===== src/rtl/fir_pkg.sv =====
// Shared definitions for the FIR sample loader.
//   ADDR_W_DEF / DATA_W_DEF / FIFO_DEPTH_DEF : default widths and buffer depth
//   CSUM_W                                   : width of the write checksum
//   loader_state_t                           : loader FSM state encoding
package fir_pkg;

  localparam int ADDR_W_DEF     = 10;
  localparam int DATA_W_DEF     = 8;
  localparam int FIFO_DEPTH_DEF = 4;
  localparam int CSUM_W         = 16;

  typedef enum logic [1:0] {
    ST_IDLE      = 2'd0,
    ST_LOAD      = 2'd1,
    ST_KICK      = 2'd2,
    ST_WAIT_DONE = 2'd3
  } loader_state_t;

endpackage


===== src/rtl/fir_loader_fifo.sv =====
// Small synchronous FIFO buffering incoming samples ahead of the memory port.
// Ports:
//   clk, rst_n        : clock, asynchronous active-low reset
//   flush             : empties the FIFO (overrides push/pop that cycle)
//   push, push_data   : write an entry (ignored when full)
//   pop               : retire the head entry (ignored when empty)
//   head_data         : current head entry
//   full, empty       : occupancy flags
module fir_loader_fifo #(
  parameter int DATA_W = 8,
  parameter int DEPTH  = 4
) (
  input  logic              clk,
  input  logic              rst_n,
  input  logic              flush,
  input  logic              push,
  input  logic [DATA_W-1:0] push_data,
  input  logic              pop,
  output logic [DATA_W-1:0] head_data,
  output logic              full,
  output logic              empty
);

  localparam int PW = $clog2(DEPTH);

  logic [DATA_W-1:0] store [DEPTH];
  // One extra pointer bit separates full from empty when the indices match.
  logic [PW:0]       wr_ptr;
  logic [PW:0]       rd_ptr;
  logic              do_push;
  logic              do_pop;

  assign empty     = (wr_ptr == rd_ptr);
  assign full      = (wr_ptr[PW] != rd_ptr[PW]) && (wr_ptr[PW-1:0] == rd_ptr[PW-1:0]);
  assign do_push   = push && !full && !flush;
  assign do_pop    = pop && !empty && !flush;
  assign head_data = store[rd_ptr[PW-1:0]];

  always_ff @(posedge clk or negedge rst_n) begin
    if (!rst_n) begin
      wr_ptr <= '0;
      rd_ptr <= '0;
    end else if (flush) begin
      wr_ptr <= '0;
      rd_ptr <= '0;
    end else begin
      if (do_push) wr_ptr <= wr_ptr + 1'b1;
      if (do_pop)  rd_ptr <= rd_ptr + 1'b1;
    end
  end

  // Storage needs no reset: entries are only visible once written.
  always_ff @(posedge clk) begin
    if (do_push) store[wr_ptr[PW-1:0]] <= push_data;
  end

endmodule


===== src/rtl/fir_sample_loader.sv =====
// Loads a run of signed samples into the FIR sample memory, then kicks the
// FIR core and reports completion.
// Optional feature: define FIR_LOADER_CHECKSUM_EN to get a running 16-bit sum
// of the sign-extended samples written this run; otherwise checksum is 0.
// Ports:
//   clk, rst_n                : clock, asynchronous active-low reset
//   arm, cfg_base_addr,
//   cfg_count                 : start a run (IDLE only, count must be nonzero)
//   abort                     : cancel the run from any state
//   in_valid, in_data,
//   in_ready                  : upstream sample handshake
//   mem_we, mem_addr, mem_data: registered sample memory write port
//   fir_start, fir_done       : FIR core kick pulse / completion level
//   busy, load_done           : run in progress / end-of-run pulse
//   checksum                  : sum of written samples (see above)
//
// state      | meaning
// -----------+---------------------------------------------------------
// ST_IDLE    | waiting for arm with a nonzero count
// ST_LOAD    | accepting samples and draining them into sample memory
// ST_KICK    | fir_start high for this single cycle
// ST_WAIT_DONE | waiting for fir_done, then pulse load_done
module fir_sample_loader
  import fir_pkg::*;
#(
  parameter int ADDR_W     = ADDR_W_DEF,
  parameter int DATA_W     = DATA_W_DEF,
  parameter int FIFO_DEPTH = FIFO_DEPTH_DEF
) (
  input  logic              clk,
  input  logic              rst_n,
  input  logic              arm,
  input  logic              abort,
  input  logic [ADDR_W-1:0] cfg_base_addr,
  input  logic [ADDR_W-1:0] cfg_count,
  input  logic              in_valid,
  input  logic [DATA_W-1:0] in_data,
  output logic              in_ready,
  output logic              mem_we,
  output logic [ADDR_W-1:0] mem_addr,
  output logic [DATA_W-1:0] mem_data,
  output logic              fir_start,
  input  logic              fir_done,
  output logic              busy,
  output logic              load_done,
  output logic [CSUM_W-1:0] checksum
);

  loader_state_t     state;
  logic [ADDR_W-1:0] base_q;
  logic [ADDR_W-1:0] count_q;
  logic [ADDR_W-1:0] accepted_q;
  logic [ADDR_W-1:0] written_q;

  logic              fifo_full;
  logic              fifo_empty;
  logic [DATA_W-1:0] head_data;
  logic              push;
  logic              pop;
  logic              arm_go;

  assign arm_go   = (state == ST_IDLE) && arm && (cfg_count != '0) && !abort;
  // Abort suppresses the handshake so a sample offered that cycle is dropped.
  assign in_ready = (state == ST_LOAD) && !fifo_full && (accepted_q < count_q) && !abort;
  assign push     = in_valid && in_ready;
  assign pop      = (state == ST_LOAD) && !fifo_empty && !abort;
  assign busy     = (state != ST_IDLE);

  fir_loader_fifo #(
    .DATA_W (DATA_W),
    .DEPTH  (FIFO_DEPTH)
  ) u_fifo (
    .clk       (clk),
    .rst_n     (rst_n),
    .flush     (abort),
    .push      (push),
    .push_data (in_data),
    .pop       (pop),
    .head_data (head_data),
    .full      (fifo_full),
    .empty     (fifo_empty)
  );

  always_ff @(posedge clk or negedge rst_n) begin
    if (!rst_n) begin
      state      <= ST_IDLE;
      base_q     <= '0;
      count_q    <= '0;
      accepted_q <= '0;
      written_q  <= '0;
      mem_we     <= 1'b0;
      mem_addr   <= '0;
      mem_data   <= '0;
      fir_start  <= 1'b0;
      load_done  <= 1'b0;
    end else begin
      mem_we    <= 1'b0;
      fir_start <= 1'b0;
      load_done <= 1'b0;
      if (abort) begin
        state <= ST_IDLE;
      end else begin
        case (state)
          ST_IDLE: begin
            if (arm_go) begin
              base_q     <= cfg_base_addr;
              count_q    <= cfg_count;
              accepted_q <= '0;
              written_q  <= '0;
              state      <= ST_LOAD;
            end
          end
          ST_LOAD: begin
            if (push) accepted_q <= accepted_q + 1'b1;
            if (pop) begin
              mem_we    <= 1'b1;
              // Natural ADDR_W overflow gives the wrap from top of memory to 0.
              mem_addr  <= base_q + written_q;
              mem_data  <= head_data;
              written_q <= written_q + 1'b1;
            end else if (written_q == count_q) begin
              // No pop implies the FIFO is empty, so the run is fully written.
              fir_start <= 1'b1;
              state     <= ST_KICK;
            end
          end
          ST_KICK: begin
            // fir_done may still be high from the previous run; not sampled here.
            state <= ST_WAIT_DONE;
          end
          ST_WAIT_DONE: begin
            if (fir_done) begin
              load_done <= 1'b1;
              state     <= ST_IDLE;
            end
          end
          default: state <= ST_IDLE;
        endcase
      end
    end
  end

`ifdef FIR_LOADER_CHECKSUM_EN
  logic [CSUM_W-1:0] csum_q;

  // Updated on the same edge that loads mem_data, so it tracks the write port.
  always_ff @(posedge clk or negedge rst_n) begin
    if (!rst_n) begin
      csum_q <= '0;
    end else if (arm_go) begin
      csum_q <= '0;
    end else if (pop) begin
      csum_q <= csum_q + {{(CSUM_W-DATA_W){head_data[DATA_W-1]}}, head_data};
    end
  end

  assign checksum = csum_q;
`else
  assign checksum = '0;
`endif

endmodule

===== config.mk =====
export PLATFORM = sky130hd
export DESIGN_NAME = fir_sample_loader
export DESIGN_NICKNAME = d
export VERILOG_FILES = /design/src/rtl/fir_pkg.sv /design/src/rtl/fir_loader_fifo.sv /design/src/rtl/fir_sample_loader.sv
export SDC_FILE = /design/constraint.sdc
export NUM_CORES = 1
export LEC_CHECK = 0
export BUFFER_PORTS_ARGS = -buffer_cell sky130_fd_sc_hd__clkbuf_2
export CAP_MARGIN = 20
export CORE_MARGIN = 1.5
export CORE_UTILIZATION = 55
export CTS_CLUSTER_SIZE = 20
export DETAILED_ROUTE_END_ITERATION = 12
export PLACE_DENSITY_LB_ADDON = 0.1
export SLEW_MARGIN = 5
export SYNTH_ARGS = -nofsm -noshare
export SYNTH_HDL_FRONTEND = slang
export SYNTH_SLANG_ARGS = --single-unit

===== constraint.sdc =====
create_clock -name clk -period 2.9 [get_ports clk]
set_input_delay 0.58 -clock clk [delete_from_list [all_inputs] [get_ports clk]]
set_output_delay 0.58 -clock clk [all_outputs]
set_load 0.05 [all_outputs]

==> impl_metrics.csv, run 1 <==
group,metric,value,unit
status,status,"complete, no violations",
grt,overflow,0,
min_path,worstHoldPathType,"in -> async",
clock_tree,cts_made_buffers,9,
worst_setup_path,cp_num_buf_inv,2,
final_layout,drive_gt1_frac,0.233,
pwr,power,0.00522,W
floorplanning,start_util,0.560,
routing,drc_errors,0,
synthesis,async_reset_ff_frac,0.683,
timing,finClkSkew,0.0124,ns
clock_tree,clk_pin_slew,0.10,ns
worst_setup_path,worst_path_largest_cell_delay,0.42,ns
floorplanning,fp.coreArea,9680,um^2
routing,dr.pass1.iters,4,
worst_setup_path,cpLargestDelayFamily,"compound AO/OA/AOI/OAI gates",
pwr,power.density,868,nW/um^2
placement,placedInstanceArea,5800,um^2
final_layout,final_nets,605,
synthesis,synth-edff-count,32,
timing,setup_tns,0,ns
synthesis,ys_ff_latch,101,
grt,grt_usage,0.227,
pwr,swShare,0.423,
pwr,seq_power_share,0.402,
floorplanning,floorplan.die_area,10500,um^2
grt,grt_max_degree,70,
placement,dp_hpwl,7.90,mm
clock_tree,ctsRootBufferMaster,"clkbuf_8",
final_layout,area_growth,11.1,%
routing,ant_nets,0,
timing,fin_crit_sh,0.942,
clock_tree,ctsHoldBuffers,0,
pwr,ir_drop,0.000438,V
worst_setup_path,worstPathMaxFanout,3,
pwr,p_switching,0.00221,W
clock_tree,numClockSinks,101,
worst_setup_path,crit_type,"reg -> out",
timing,worst_pin_slew,0.571,ns
synthesis,syn_inst,480,
final_layout,post-route-cell-area,6020,um^2
routing,wl_per_cell,15.8,um
floorplanning,row_count,36,
clock_tree,cts_max_level,3,
routing,drt_wl_total,10.8,mm
timing,clock.fmax,366,MHz
clock_tree,cts_tree,"yes",
synthesis,ys_warn_count,0,
floorplanning,fp.dieW,102,um
final_layout,num_antenna_cells,0,
pwr,comb_power_share,0.419,
placement,place_congestion,0.862,
routing,num_vias,3729,
timing,finalHoldViolations,0,
pwr,intPower,0.00301,W
timing,relSlewSlack,0.619,
synthesis,synth.avg_cell_area,11.3,um^2
worst_setup_path,cp_common_cell,"a21o_1",
grt,grt_antenna_before_repair,0,
floorplanning,fp.dieH,102,um
synthesis,ys_seq_area_frac,0.496,
synthesis,synth_top_flop_cell,"dfrtp_1",
pwr,power.leakage,2.74,nW
timing,final.min_clock_period,2.73,ns
floorplanning,io_pins,73,
routing,drt_iter0_markers,130,
worst_setup_path,cp_cell_sequence,"inv_1, ha_1, a21o_1, a21o_1, a22oi_1, and2_1, clkbuf_4",
synthesis,synth.distinct_cells,54,
timing,maxSlewViolCount,0,
clock_tree,cts_buffer_depth,2,
grt,grt_first_pass_wirelength,17.8,mm
worst_setup_path,critPathCaptureType,"primary output",
worst_setup_path,cp-start-kind,"register",
run,drv_cap,0,
clock_tree,post_cts_buffers,0,
placement,io_buffers,56,
clock_tree,clkLatencyLatePin,0.39,ns
timing,finalSetupViolCount,0,
routing,viasPerCell,5.49,
pwr,power_frac_clock,0.179,
grt,grt_pass1_vias,3531,
worst_setup_path,slowest_stage,"dfrtp_1",
synthesis,synth_area,5420,um^2
worst_setup_path,required,2.32,ns
timing,rsz0062_at_grt,"no",
worst_setup_path,r2r_setup_slack,0.48,ns
worst_setup_path,arrival,2.15,ns
cell usage after synthesis, drive strengths merged, types with 2 or more instances:
cell     instances  area share
or2              3      0.0035
edfxtp          32        0.18
a211oi           8       0.011
a21o             6      0.0083
o31a             2      0.0032
nand3           20       0.019
a2111oi          4      0.0076
ha              29       0.067
mux2            21       0.044
nand2           70       0.048
nor2            11      0.0081
mux2i            9       0.017
o221ai           4      0.0076
o21a             2      0.0028
nor2b            3      0.0035
inv             22       0.015
dfrtp           69        0.32
nor3             6      0.0055
buf             25       0.036
xor2             8       0.013
mux4             8       0.033
nand4           11       0.013
and2             3      0.0035
or4b             2      0.0037
o31ai            6      0.0083
xnor2           14       0.023
o211ai           4      0.0055
and3            10       0.012
o21ai           12       0.011
a21oi           12       0.011
or4              6      0.0090
a2111o           2      0.0042
clkbuf           8      0.0055
nand2b          15       0.017
power groups by stage:
stage	clock (W)	sequential [W]	combinational (W)
finish	0.000933	0.00210	0.00219
global route	0.00101	0.00215	0.00243
CTS	0.000957	0.00210	0.00219
detailed placement	0	0.00213	0.00218
global placement	0	0.00212	0.00213
floorplan	0	0.00241	0.00138
placed cells by master, fill, tap and decap left out, types with 5 or more instances in the layout:
cell      Yosys  routed
a211oi_1      8       8
nand4_1      11      11
nor3_1        6       5
or4_1         5       5
a21oi_1      12      12
nand2_1      70      70
inv_1        22      22
a21o_1        6       6
nor2_1       10      10
mux4_2        8       8
o31ai_1       6       6
xor2_1        8       8
and3_1       10      10
o21ai_0      12      12
clkbuf_2      0      54
clkbuf_8      0       9
edfxtp_1     32      32
buf_4        20      11
xnor2_1      14      14
conb_1        1      16
dfrtp_1      69      69
nand3_1      19      19
nand2b_1     15      15
ha_1         29      29
mux2i_1       9       9
mux2_2       21      21
cell families (layout without fill, tap and decap cells):
family | count (synthesis) | in the layout | share of synthesized area
flops | 101 | 101 | 0.496
mux | 38 | 38 | 0.0935
simple gates | 163 | 163 | 0.150
compound gates | 70 | 70 | 0.0967
other cells | 1 | 16 | 0.000692
buf+inv | 55 | 106 | 0.0566
xor+xnor | 22 | 22 | 0.0356
fa+ha+maj | 30 | 30 | 0.0707
sequential cells by signal (all words and copies together), names as in the netlist:
name and flops:
u_fifo.store 32, accepted_q 10, base_q 10, count_q 10, mem_addr 10, written_q 10
mem_data 8, u_fifo.rd_ptr 3, u_fifo.wr_ptr 3, state 2, fir_start 1, load_done 1
mem_we 1
layout make-up:
class / count / area (um^2)
Sequential cell: 101 / 2690
Inverter: 22 / 82.6
Clock inverter: 7 / 81.3
Multi-Input combinational cell: 339 / 2490
Clock buffer: 9 / 124
Tap cell: 133 / 166
Timing Repair Buffer: 68 / 385
Fill cell: 789 / 3660
worst register-to-register path: stages, from the launching register on:
cell and delay (ns):
dfrtp_1 0.42, inv_1 0.06, ha_1 0.31, nand4_1 0.13, nor3_2 0.09, a2111oi_2 0.52, and3_1 0.53
per-stage QoR:
step	std cells	setup WS, ns	util	hold WS (ns)
after detailed placement	663	0.293	0.599	0.466
after CTS	679	0.00482	0.620	0.205
final	679	0.168	0.622	0.191
after global placement	663	0.351	0.599	0.456
after global routing	679	0.0282	0.622	0.207
after floorplan	495	0.278	-	0.284
path summary, 6_finish.rpt:
path,startpoint,endpoint,cells past startpoint
setup / recovery,count_q[7]$_DFFE_PN0P_,in_ready,7
hold / removal,rst_n,mem_we$_DFF_PN0_,2
setup reg to reg,count_q[7]$_DFFE_PN0P_,u_fifo.store[2][5]$_DFFE_PP_,6
hold reg to reg,mem_addr[0]$_DFFE_PN0P_,mem_addr[0]$_DFFE_PN0P_,2
max in group asynchronous,rst_n,u_fifo.wr_ptr[2]$_DFFE_PN0P_,2
min in group clk,fir_done,load_done$_DFF_PN0_,3
routing by layer:
layer | global-route usage | wire (um)
met5 | 0 | 0
met4 | 0.0674 | 144
met3 | 0.0698 | 505
met2 | 0.343 | 4990
met1 | 0.316 | 5110
timing repair:
item,in CTS,in global routing
resized for setup,1,4
endpoints found under the setup margin,1,1
hold endpoints to repair,0,0
(Power assumes the default switching activity.)
==> inputs of run 2 (changes only) <==
--- a/config.mk
+++ b/config.mk
@@ -11,3 +11,2 @@
 export CORE_UTILIZATION = 55
-export CTS_CLUSTER_SIZE = 20
 export DETAILED_ROUTE_END_ITERATION = 12
==> constraint.sdc (replaced) <==
create_clock -name clk -period 2.9 [get_ports clk]
set_input_delay 0.87 -clock clk [delete_from_list [all_inputs] [get_ports clk]]
set_output_delay 0.87 -clock clk [all_outputs]
set_load 0.05 [all_outputs]
==> run 2 against run 1 <==
  * Global-route usage down 0.76 points
  * Sequential share of layout area down 1.4 points
  * Non-clock buffer count up 17
  * First-iteration DRC count down 9.2%
  * Sequential cell count unchanged
  * Critical path depth down 1
  * Maximum frequency down 5.8%
  * Sequential power about the same
  * Hold slack better by 0.29 ns
  * Critical endpoint unchanged
==> impl_metrics.csv, run 2 (synthesis gave the netlist of run 1 again) <==
group,metric,value,unit
final_layout,largest_reg_flops,32,
final_layout,num_antenna_cells,0,
timing,finClkSkew,0.00900,ns
worst_setup_path,timing.rr.end,"u_fifo.store[3][3]$_DFFE_PP_",
min_path,worstHoldEndpoint,"mem_data[1]$_DFFE_PN0P_",
floorplanning,start_util,0.560,
timing,worst_pin_slew,0.711,ns
worst_setup_path,worstPathMaxFanout,2,
final_layout,final_nets,622,
routing,drt_iter0_markers,118,
placement,pre_cts_slack,0.0898,ns
clock_tree,cts_max_level,3,
timing,clock.fmax,345,MHz
clock_tree,clk_pin_slew,0.09,ns
timing,layout_setup_ws,0.00103,ns
placement,io_buffers,56,
placement,dp_hpwl,7.89,mm
timing,finalSetupViolCount,0,
routing,num_vias,3822,
floorplanning,fp.dieH,102,um
routing,drt_wl_total,11.0,mm
clock_tree,cts_tree,"yes",
floorplanning,io_pins,73,
timing,final.min_clock_period,2.90,ns
floorplanning,fp.dieW,102,um
worst_setup_path,required,2.03,ns
routing,viasPerCell,5.49,
grt,grt_antenna_before_repair,0,
worst_setup_path,r2r_setup_slack,0.48,ns
placement,place_congestion,0.859,
grt,grt_pass1_vias,3540,
worst_setup_path,arrival,2.03,ns
min_path,min_path_cells,2,
timing,maxSlewViolCount,0,
grt,grt_first_pass_wirelength,17.2,mm
floorplanning,fp.coreArea,9680,um^2
pwr,ir_drop,0.000452,V
pwr,comb_power_share,0.440,
routing,ant_nets,0,
routing,dr.pass1.iters,4,
routing,drc_errors,0,
min_path,worstHoldPathType,"reg -> reg",
pwr,swShare,0.417,
final_layout,drive_gt1_frac,0.266,
final_layout,layout_common_cells,"nand2_1 (70), dfrtp_1 (69), clkbuf_2 (54)",
clock_tree,numClockSinks,101,
worst_setup_path,critPathCaptureType,"primary output",
timing,relSlewSlack,0.514,
routing,wl_per_cell,15.8,um
timing,setup_tns,0,ns
pwr,p_switching,0.00224,W
pwr,power_frac_clock,0.169,
floorplanning,floorplan.die_area,10500,um^2
pwr,power.density,863,nW/um^2
clock_tree,cts_buffer_depth,2,
timing,fin_crit_sh,1.00,
pwr,seq_power_share,0.391,
worst_setup_path,cp-start-kind,"register",
run,drv_cap,0,
final_layout,area_growth,14.8,%
grt,overflow,0,
pwr,power.leakage,2.83,nW
timing,finalHoldViolations,0,
min_path,hp-start,"mem_data[1]$_DFFE_PN0P_",
final_layout,layout_commonest_cell,"nand2_1",
floorplanning,row_count,36,
grt,grt_usage,0.219,
timing,rsz0062_at_grt,"yes",
worst_setup_path,crit-reg2reg-launch,"accepted_q[5]$_DFFE_PN0P_",
clock_tree,clkLatencyLatePin,0.37,ns
status,status,"complete, no violations",
worst_setup_path,worstRegToRegCells,8,
clock_tree,ctsRootBufferMaster,"clkbuf_8",
worst_setup_path,crit_type,"reg -> out",
grt,grt_max_degree,70,
pwr,intPower,0.00313,W
clock_tree,cts_made_buffers,9,
run 2: changes by cell type in the layout (fill, tap and decap cells not counted), sizes merged:
| cell | before | now |
|---|---|---|
| clkbuf | 64 | 66 |
| clkinv | 2 | 0 |
| buf | 13 | 31 |
| inv | 25 | 24 |
run 2: stage by stage:
stage                     total power, W   util  std cells  hold WS (ns)  cell area [um^2]
after floorplan                  0.00379      -        495         0.471              5480
after global routing             0.00570  0.642        696         0.515              6220
after global placement           0.00428  0.607        671         0.460              5880
final                            0.00537  0.642        696         0.481              6220
after CTS                        0.00535  0.637        693         0.488              6170
after detailed placement         0.00434  0.607        671         0.465              5880
run 2: timing repair:
item	CTS	global route
pin swaps	6	3
gates resized for setup	8	5
endpoints found under the setup margin	1	1
hold buffers	0	0
buffers inserted	6	3
run 2: power by group through the flow:
stage / sequential, W / combinational (W) / clock [W]
after floorplan: 0.00241 / 0.00138 / 0
after global placement: 0.00212 / 0.00216 / 0
after detailed placement: 0.00214 / 0.00221 / 0
after CTS: 0.00209 / 0.00232 / 0.000936
after global routing: 0.00214 / 0.00258 / 0.000975
final: 0.00210 / 0.00236 / 0.000908
run 2: worst max path at each step:
stage / slack (ns) / to / start
5_1_grt: -0.07 / in_ready / count_q[1]$_DFFE_PN0P_
4_1_cts: -0.08 / in_ready / count_q[6]$_DFFE_PN0P_
6_report: 0.001 / in_ready / count_q[1]$_DFFE_PN0P_
2_1_floorplan: 0.11 / in_ready / count_q[7]$_DFFE_PN0P_
3_3_place_gp: 0.13 / in_ready / count_q[9]$_DFFE_PN0P_
3_5_place_dp: 0.09 / written_q[4]$_DFFE_PN0P_ / cfg_count[1]
run 2: worst max-delay path, cell delays in order (launching register included):
cell,delay [ns]
dfrtp_1,0.40
inv_1,0.06
ha_1,0.29
a21o_1,0.21
a2111oi_4,0.36
and2_4,0.21
buf_12,0.13
run 2: area by class of cell:
| type | count | area (um^2) |
|---|---|---|
| Fill cell | 806 | 3470 |
| Clock inverter | 4 | 55.1 |
| Multi-Input combinational cell | 339 | 2560 |
| Timing Repair Buffer | 85 | 526 |
| Inverter | 22 | 82.6 |
| Clock buffer | 12 | 145 |
| Sequential cell | 101 | 2690 |
| Tap cell | 133 | 166 |
run 2: per-layer routing:
layer / vias up / routed length (um) / global-route usage / share of wire
li1: 1854 / - / - / -
met1: 1857 / 5020 / 0.298 / 0.46
met2: 97 / 5280 / 0.358 / 0.48
met3: 14 / 496 / 0.0397 / 0.045
met4: 0 / 175 / 0.0717 / 0.016
met5: - / 0 / 0 / 0
==> inputs of run 3 (changes only) <==
CORE_MARGIN = 2   (was 1.5)
==> run 3 against run 2 <==
  * Critical path depth grew 1
  * Worst setup slack gained 0.022 ns
  * Routed wire length grew 0.98%
  * Hold slack lost 0.054 ns
  * Critical path type unchanged
  * Critical endpoint unchanged
  * Largest power group unchanged
==> impl_metrics.csv, run 3 (synthesis gave the netlist of run 1 again) <==
group,metric,value,unit
final_layout,largest_reg_flops,32,
floorplanning,fp.dieW,103,um
grt,grt_first_pass_wirelength,17.4,mm
pwr,ir_drop,0.000407,V
floorplanning,row_count,36,
routing,ant_nets,0,
clock_tree,ctsRootBufferMaster,"clkbuf_8",
pwr,power,0.00536,W
floorplanning,floorplan.die_area,10700,um^2
worst_setup_path,crit_type,"reg -> out",
clock_tree,clk_pin_slew,0.09,ns
timing,setup_tns,0,ns
routing,drt_wl_total,11.1,mm
placement,dp_hpwl,8.11,mm
grt,grt_pass1_vias,3553,
worst_setup_path,required,2.03,ns
pwr,power.leakage,2.83,nW
clock_tree,cts_made_buffers,9,
timing,finalSetupViolCount,0,
status,status,"complete, no violations",
final_layout,num_antenna_cells,0,
final_layout,layout_commonest_cell,"nand2_1",
worst_setup_path,crit-reg2reg-launch,"count_q[9]$_DFFE_PN0P_",
timing,relSlewSlack,0.562,
clock_tree,ctsHoldBuffers,0,
floorplanning,start_util,0.560,
final_layout,drive_gt1_frac,0.280,
final_layout,area_growth,15.2,%
timing,rsz0062_at_grt,"yes",
worst_setup_path,critPathCaptureType,"primary output",
grt,overflow,0,
final_layout,layout_common_cells,"nand2_1 (69), dfrtp_1 (66), clkbuf_2 (54)",
routing,drt_iter0_markers,165,
timing,finClkSkew,0.0166,ns
worst_setup_path,cp-start-kind,"register",
timing,finalHoldViolations,0,
clock_tree,clkLatencyLatePin,0.36,ns
final_layout,fillCellCount,787,
routing,dr.pass1.iters,5,
pwr,power.density,858,nW/um^2
worst_setup_path,arrival,2.01,ns
routing,wl_per_cell,15.9,um
grt,grt_max_degree,38,
clock_tree,cts_max_level,3,
clock_tree,numClockSinks,101,
worst_setup_path,worstPathMaxFanout,2,
grt,grt_antenna_before_repair,0,
placement,place_congestion,0.886,
placement,io_buffers,56,
min_path,worstHoldPathType,"in -> async",
timing,fin_crit_sh,0.992,
clock_tree,cts_buffer_depth,2,
final_layout,final_nets,623,
timing,clock.fmax,348,MHz
grt,grt_usage,0.217,
routing,viasPerCell,5.48,
routing,num_vias,3819,
floorplanning,fp.coreArea,9680,um^2
run,drv_cap,0,
timing,maxSlewViolCount,0,
timing,worst_pin_slew,0.648,ns
timing,final.min_clock_period,2.88,ns
floorplanning,fp.dieH,103,um
clock_tree,cts_tree,"yes",
worst_setup_path,startpoint,"count_q[9]$_DFFE_PN0P_",
routing,drc_errors,0,
floorplanning,io_pins,73,
==> run 3: worst paths after layout <==
check                                          endpoint  cells past startpoint  slack (ns)
max                                            in_ready                      7        0.02
min                             mem_data[6]$_DFFE_PN0P_                      1        0.43
max reg2reg                u_fifo.store[1][7]$_DFFE_PP_                      7        0.38
min reg2reg                     mem_data[0]$_DFFE_PN0P_                      2        0.48
max in group asynchronous       mem_addr[2]$_DFFE_PN0P_                      2        1.90
min in group clk                mem_data[0]$_DFFE_PN0P_                      2        0.48
==> run 3: routing by layer <==
| layer | vias up | part of all wire | GRT usage |
|---|---|---|---|
| met5 | - | 0 | 0 |
| met3 | 15 | 0.049 | 0.0470 |
| met2 | 98 | 0.48 | 0.342 |
| met4 | 0 | 0.020 | 0.0759 |
| li1 | 1861 | - | - |
| met1 | 1845 | 0.45 | 0.298 |
==> run 3: critical path, stage by stage, from the launching register on <==
cell and delay (ns):
dfrtp_1 0.41, inv_2 0.08, ha_4 0.20, nand4_1 0.17, nor3_4 0.08, a2111oi_4 0.35
and2_4 0.21, buf_12 0.13
==> run 3: per-stage QoR <==
step | utilization | worst slack [ns] | area, um^2 | std cells | hold WS, ns
2_1_floorplan | - | 0.110 | 5480 | 495 | 0.471
3_3_place_gp | 0.604 | 0.105 | 5850 | 667 | 0.459
3_5_place_dp | 0.604 | 0.0852 | 5850 | 667 | 0.463
4_1_cts | 0.632 | 0.0142 | 6120 | 689 | 0.417
5_1_grt | 0.645 | -0.0803 | 6240 | 697 | 0.445
6_report | 0.645 | 0.0230 | 6240 | 697 | 0.427
==> run 3: power by group <==
part	total (W)	internal (W)	switching, W
combinational	0.00240	0.000922	0.00148
sequential	0.00208	0.00180	0.000282
clock	0.000877	0.000400	0.000477
total	0.00536	0.00312	0.00224
==> run 3: what timing repair did <==
item / in CTS / in global routing
gates resized for setup: 7 / 13
buffers inserted: 6 / 8
pin swaps: 3 / 5
endpoints found under the setup margin: 1 / 1
hold endpoints to repair: 0 / 0
==> run 3: final cells by class <==
type | count | area, um^2 | share of cell area
inverter | 22 | 82.6 | 0.0132
clock buffer | 10 | 128 | 0.0204
timing repair buffer | 86 | 533 | 0.0854
sequential | 101 | 2690 | 0.431
multi-input combinational | 339 | 2580 | 0.413
tap | 133 | 166 | 0.0267
clock inverter | 6 | 63.8 | 0.0102
